$ cat config.mk
export PLATFORM = sky130hd
export DESIGN_NAME = rom_responder
export DESIGN_NICKNAME = d
export VERILOG_FILES = /design/src/rtl/rom_bus_pkg.sv /design/src/rtl/rom_frame_counter.sv /design/src/rtl/rom_responder.sv
export SDC_FILE = /design/constraint.sdc
export NUM_CORES = 2
export LEC_CHECK = 0
export ABC_AREA = 0
export CORE_MARGIN = 2
export CORE_UTILIZATION = 48
export CTS_CLUSTER_DIAMETER = 150
export CTS_CLUSTER_SIZE = 25
export DETAILED_ROUTE_END_ITERATION = 6
export MAX_ROUTING_LAYER = met4
export SKIP_LAST_GASP = 1
export SLEW_MARGIN = 20
export SYNTH_ARGS = -nofsm -noshare
export SYNTH_HDL_FRONTEND = slang
export SYNTH_SLANG_ARGS = --single-unit
$ cat constraint.sdc
create_clock -name clock -period 3.6 [get_ports clock]
set_input_delay 0.36 -clock clock [delete_from_list [all_inputs] [get_ports clock]]
set_output_delay 0.36 -clock clock [all_outputs]
set_load 0.03 [all_outputs]
$ cat src/rtl/rom_bus_pkg.sv
// Shared definitions for the ROM-side view of the 4-bit multiplexed
// instruction bus: frame-state encoding, phase indices into the one-hot
// phase vector, opcode constants and the two-word instruction classifier.
package rom_bus_pkg;

    // Eight bus cycles per instruction frame, plus IDLE until the first sync.
    typedef enum logic [3:0] {
        ST_IDLE,
        ST_A1,
        ST_A2,
        ST_A3,
        ST_M1,
        ST_M2,
        ST_X1,
        ST_X2,
        ST_X3
    } frame_state_e;

    // Bit positions in the one-hot phase vector.
    localparam int PH_A1 = 0;
    localparam int PH_A2 = 1;
    localparam int PH_A3 = 2;
    localparam int PH_M1 = 3;
    localparam int PH_M2 = 4;
    localparam int PH_X1 = 5;
    localparam int PH_X2 = 6;
    localparam int PH_X3 = 7;

    // Upper opcode nibbles (OPR).
    localparam logic [3:0] OPR_JCN     = 4'h1;
    localparam logic [3:0] OPR_FIM_SRC = 4'h2;
    localparam logic [3:0] OPR_FIN_JIN = 4'h3;
    localparam logic [3:0] OPR_JUN     = 4'h4;
    localparam logic [3:0] OPR_JMS     = 4'h5;
    localparam logic [3:0] OPR_ISZ     = 4'h7;

    // Full I/O opcodes.
    localparam logic [7:0] OPC_WRR = 8'hE2;
    localparam logic [7:0] OPC_RDR = 8'hEA;

    // True when the frame after this opcode carries a second word or data
    // byte instead of an instruction. FIN is included because its next
    // frame is a data fetch rather than an opcode fetch.
    function automatic logic is_two_word(input logic [7:0] op);
        case (op[7:4])
            OPR_JCN, OPR_JUN, OPR_JMS, OPR_ISZ: return 1'b1;
            OPR_FIM_SRC, OPR_FIN_JIN:           return ~op[0];
            default:                            return 1'b0;
        endcase
    endfunction

    // SRC shares its OPR with FIM; the low bit tells them apart.
    function automatic logic is_src(input logic [7:0] op);
        return (op[7:4] == OPR_FIM_SRC) && op[0];
    endfunction

endpackage

$ cat src/rtl/rom_frame_counter.sv
// Tracks the 8-cycle instruction frame from the CPU's sync pulse.
// Ports:
//   clock, reset  - system clock, synchronous active-high reset
//   halt          - freezes the frame position
//   sync          - high during X3; the following cycle is A1
//   phase[7:0]    - one-hot current bus cycle (all zero while IDLE)
//   frame_valid   - high while inside a frame (not IDLE)
module rom_frame_counter
    import rom_bus_pkg::*;
(
    input  logic       clock,
    input  logic       reset,
    input  logic       halt,
    input  logic       sync,
    output logic [7:0] phase,
    output logic       frame_valid
);

    frame_state_e state;
    frame_state_e state_nxt;

    always_ff @(posedge clock) begin
        if (reset) begin
            state <= ST_IDLE;
        end else if (!halt) begin
            state <= state_nxt;
        end
    end

    always_comb begin
        state_nxt   = state;
        phase       = '0;
        frame_valid = 1'b1;
        case (state)
            ST_IDLE: begin
                state_nxt   = ST_IDLE;
                frame_valid = 1'b0;
            end
            ST_A1: begin state_nxt = ST_A2; phase[PH_A1] = 1'b1; end
            ST_A2: begin state_nxt = ST_A3; phase[PH_A2] = 1'b1; end
            ST_A3: begin state_nxt = ST_M1; phase[PH_A3] = 1'b1; end
            ST_M1: begin state_nxt = ST_M2; phase[PH_M1] = 1'b1; end
            ST_M2: begin state_nxt = ST_X1; phase[PH_M2] = 1'b1; end
            ST_X1: begin state_nxt = ST_X2; phase[PH_X1] = 1'b1; end
            ST_X2: begin state_nxt = ST_X3; phase[PH_X2] = 1'b1; end
            ST_X3: begin state_nxt = ST_A1; phase[PH_X3] = 1'b1; end
            default: begin
                state_nxt   = ST_IDLE;
                frame_valid = 1'b0;
            end
        endcase
        // An early sync abandons the partial frame; it never reaches X3,
        // so nothing downstream classifies its opcode.
        if (sync) begin
            state_nxt = ST_A1;
        end
    end

endmodule

$ cat src/rtl/rom_responder.sv
// Bus-side ROM page: answers opcode fetches on the 4-bit multiplexed bus
// and, optionally, provides the page's 4-bit I/O port.
// Optional feature macro: ROM_RESPONDER_IO_EN (SRC select, WRR, RDR).
// Ports:
//   clock, reset        - system clock, synchronous active-high reset
//   halt                - freezes all state together with the CPU
//   sync, rom_cmd       - CPU frame marker and ROM command strobe
//   data_i              - nibble driven on the bus by the CPU
//   data_o, data_en     - nibble driven by this chip and its enable
//   prog_we/addr/data   - program-store write port (active during halt)
//   io_i, io_o          - external input port and output port latch
module rom_responder
    import rom_bus_pkg::*;
#(
    parameter logic [3:0] CHIP_ID = 4'h0,
    parameter int         DEPTH   = 256
) (
    input  logic       clock,
    input  logic       reset,
    input  logic       halt,
    input  logic       sync,
    input  logic       rom_cmd,
    input  logic [3:0] data_i,
    output logic [3:0] data_o,
    output logic       data_en,
    input  logic       prog_we,
    input  logic [7:0] prog_addr,
    input  logic [7:0] prog_data,
    input  logic [3:0] io_i,
    output logic [3:0] io_o
);

    localparam int AW = (DEPTH > 1) ? $clog2(DEPTH) : 1;

    logic [7:0] phase;
    logic       frame_valid;
    logic [7:0] mem [DEPTH];
    logic [3:0] addr_lo;
    logic [3:0] addr_mid;
    logic [7:0] addr_byte;
    logic [7:0] rd_byte;
    logic [7:0] opc_byte;
    logic [3:0] bus_nib;
    logic       hit;
    logic       second;
    logic       rdr_drive;

    rom_frame_counter u_frame (
        .clock       (clock),
        .reset       (reset),
        .halt        (halt),
        .sync        (sync),
        .phase       (phase),
        .frame_valid (frame_valid)
    );

    // Program store: written independently of halt, read asynchronously so
    // a same-cycle write is seen only after the edge.
    always_ff @(posedge clock) begin
        if (prog_we) begin
            mem[prog_addr[AW-1:0]] <= prog_data;
        end
    end

    assign addr_byte = {addr_mid, addr_lo};
    assign rd_byte   = mem[addr_byte[AW-1:0]];

    // The opcode byte is whatever is on the bus in M1/M2: our own drive
    // when we answered the fetch, otherwise another chip's via data_i.
    assign bus_nib = data_en ? data_o : data_i;

    // Address / opcode capture
    always_ff @(posedge clock) begin
        if (!halt) begin
            if (phase[PH_A1]) addr_lo         <= data_i;
            if (phase[PH_A2]) addr_mid        <= data_i;
            if (phase[PH_M1]) opc_byte[7:4]   <= bus_nib;
            if (phase[PH_M2]) opc_byte[3:0]   <= bus_nib;
        end
    end

    // Fetch match and two-word tracking
    always_ff @(posedge clock) begin
        if (reset) begin
            hit    <= 1'b0;
            second <= 1'b0;
        end else if (!halt) begin
            if (phase[PH_A3]) hit <= rom_cmd && (data_i == CHIP_ID);
            if (phase[PH_X3]) second <= second ? 1'b0 : is_two_word(opc_byte);
        end
    end

`ifdef ROM_RESPONDER_IO_EN
    logic sel;

    // A second-word frame carries data, not an instruction, so it must
    // never be mistaken for SRC/WRR/RDR.
    assign rdr_drive = phase[PH_X2] && sel && !second && (opc_byte == OPC_RDR);

    always_ff @(posedge clock) begin
        if (reset) begin
            sel  <= 1'b0;
            io_o <= 4'h0;
        end else if (!halt && phase[PH_X2] && !second) begin
            if (rom_cmd && is_src(opc_byte)) sel <= (data_i == CHIP_ID);
            if (sel && (opc_byte == OPC_WRR)) io_o <= data_i;
        end
    end
`else
    logic io_unused;

    assign rdr_drive = 1'b0;
    assign io_o      = 4'h0;
    assign io_unused = ^io_i;
`endif

    // Bus drive: registered state only, never data_i.
    always_comb begin
        data_en = 1'b0;
        data_o  = 4'h0;
        if (frame_valid && hit && phase[PH_M1]) begin
            data_en = 1'b1;
            data_o  = rd_byte[7:4];
        end else if (frame_valid && hit && phase[PH_M2]) begin
            data_en = 1'b1;
            data_o  = rd_byte[3:0];
        end else if (rdr_drive) begin
            data_en = 1'b1;
`ifdef ROM_RESPONDER_IO_EN
            data_o  = io_i;
`endif
        end
    end

endmodule

==> results.ini <==
[die]
core-area_um2=167000
die-width_um=413
start_util=0.482
io_pins=39
die_area_um2=171000
core.rowCount=150
die_y_um=413

[synthesis]
yosys_warnings=0
synthCells=3809
synth_common_cells=2,056 x edfxtp_1, 482 x mux4_2, 322 x nor2_1
synthArstFlopShare=0
yosys.area.top_type=edfxtp_1
synth_top_area_frac=0.768
synth_flop_cell=edfxtp_1
postSynthAreaPerCell_um2=21.1
yosysSeqAreaShare=0.769
synth_cell_types=62
synth_edf_count=2056
ys_seq_elements=2061
synth.most_common_cell=edfxtp_1
netlist_area_um2=80400
synthTopCellsByArea=edfxtp_1 77%, mux4_2 14%, nor2_1 1.5%

[pwr]
power_density_nw_per_um2=435
peakVddDrop_v=0.000364
p_leak_uw=0.0297

[timing]
hold_viol=0
worst_pin_slew_ns=1.05
finalSetupViolations=4
slew_violations=0
setup_ws_ns=-0.572
max_freq_mhz=240
max_slew_margin=0.297
fin_skew_ns=0.0218
fin_crit_ns=4.17
rsz0062_at_grt=true
min_period_over_period=1.16

[setup_path]
arrival_ns=3.81
regToRegSetupSlack_ns=1.90
r2r-start=u_frame.state[3]
crit_path_cell_trace=buf_6 -> buf_12 -> bufbuf_16 -> bufbuf_16 -> nand2b_1 -> buf_4 -> nor2_1 -> nor3_4 -> buf_4 -> o22ai_4 -> nor3_4 -> nor3_4 -> o22ai_4 -> buf_6
path_common_cell=nor3_4
critical-path-max-stage-delay_ns=0.45
setup.worst_path.start_class=flip-flop
r2r_cells=2
required_ns=3.24
cp-end-kind=output pin
crit_fanout=17
startpoint=addr_lo[0]
r2r-end=addr_mid[1]
crit_slowest_cell=edfxtp_1
path_class=reg -> out
endpoint=data_o[0]

[layout]
nets=4499
drive_above_1_share=0.339
syn_to_final_growth_pct=15.6
final_cells=6703
finalInstanceArea_um2=93000
post-route-util=0.557

[drt]
drtIter0Drc=5609
drc=0
wl_mm=218
wl_per_cell_um=32.6
ant_nets=0
firstDrtPassIters=6
vias=41700
vias_per_cell=6.22

[grt]
grt_max_degree=127
grt_pass1_wl_mm=307
antenna_found_initial=1
grt_usage=0.264
grt_pass1_vias=40600
grt_overflow=0

[placement]
io_buffers=30
gp_congestion=0.893
placed_area_um2=88100
dp_cells=6489
hpwlAfterDp_mm=140

[outcome]
status=complete, but fails checks
violations=setup timing

[cts]
cts_sinks=2061
root_buffer=clkbuf_16
h-tree-depth=3
cts_tree=yes
hold_buffers=0
numCtsBuffers=92
worstSkewPairLatency_ns=0.75
cts_buffer_depth=3
clkTransAtPathRegs_ns=0.10

[flow_run]
max_cap_viol_count=0

[worst_hold_path]
min_path_type=in -> reg

==> cell families after synthesis <==
kind of cell    count (synthesis)  share of synthesized area
buf+inv                       239                     0.0178
mux                           633                      0.157
other cells                     1                  0.0000466
flops                        2061                      0.769
simple gates                  593                     0.0318
compound gates                282                     0.0244
==> worst max-delay path: cells and delay by family, from the launching register on <==
kind	cells	cell delay [ns]
compound gates	2	0.35
buf+inv	7	1.44
flops	1	0.45
simple gates	5	0.79
==> stage by stage <==
stage / setup WS, ns / TNS (ns) / total power [uW] / hold slack (ns)
global route: -0.646 / -2.46 / 41500 / 0.126
global placement: -0.868 / -1.21 / 28800 / 0.467
finish: -0.572 / -2.25 / 40500 / 0.143
CTS: -0.639 / -2.48 / 40700 / 0.107
floorplan: 0.480 / 0 / 27800 / 0.429
detailed placement: -0.595 / -0.945 / 28800 / 0.475
==> final cells by class <==
| class | count | area (um^2) |
|---|---|---|
| Antenna cell | 5 | 12.5 |
| Clock inverter | 5 | 66.3 |
| Multi-Input combinational cell | 1512 | 18100 |
| Timing Repair Buffer | 794 | 7740 |
| Clock buffer | 114 | 2450 |
| Fill cell | 12500 | 73900 |
| Sequential cell | 2061 | 61800 |
| Tap cell | 2204 | 2760 |
| Inverter | 8 | 32.5 |
==> where the power goes <==
group          switching, uW  internal, uW
sequential              14.7         26400
combinational           1260           787
clock                   7170          4840
==> metal layers <==
| metal | share of wire | up-vias | GRT usage |
|---|---|---|---|
| met5 | 0 | - | - |
| met4 | 0.027 | 0 | 0.0690 |
| met3 | 0.081 | 271 | 0.0355 |
| met2 | 0.47 | 1929 | 0.401 |
| met1 | 0.42 | 22400 | 0.382 |
| li1 | - | 17100 | - |
==> layout by cell type (no fill, tap or decap), types with 10 or more instances in the layout <==
cell	n
nor2b_1	16
mux2_2	18
edfxtp_1	2056
clkbuf_16	97
o211ai_1	11
a211oi_2	11
buf_16	14
buf_6	23
mux4_1	11
a21oi_2	10
buf_4	632
o21ai_0	16
clkbuf_1	19
nand4_1	17
nand3_1	33
nor2_1	316
nand2_1	105
o22ai_1	42
mux4_2	485
nand2b_1	13
buf_12	86
clkdlybuf4s50_1	18
o221ai_1	25
nor3_1	23
a21oi_1	35
o22ai_2	10
mux2i_1	103
a22oi_1	20
==> repair_timing <==
item | 4_1_cts | 5_1_grt
buffers inserted | 65 | 17
pin swaps | 41 | 36
endpoints found under the setup margin | 4 | 4
resized for setup | 197 | 70
cloned | 13 | 2
==> sequential cells by signal, summed over array words and instances, names as in the netlist <==
register and flops:
mem 2048, addr_lo 4, addr_mid 4, u_frame.state 4, hit 1
==> worst min-delay path by stage <==
stage                      start          to  cells past startpoint
finish              prog_data[4]  mem[81][4]                      1
floorplan                  reset         hit                      1
global route        prog_data[4]  mem[70][4]                      1
detailed placement           hit         hit                      2
CTS                 prog_data[4]  mem[81][4]                      1
global placement             hit         hit                      2
(Power assumes the default switching activity.)
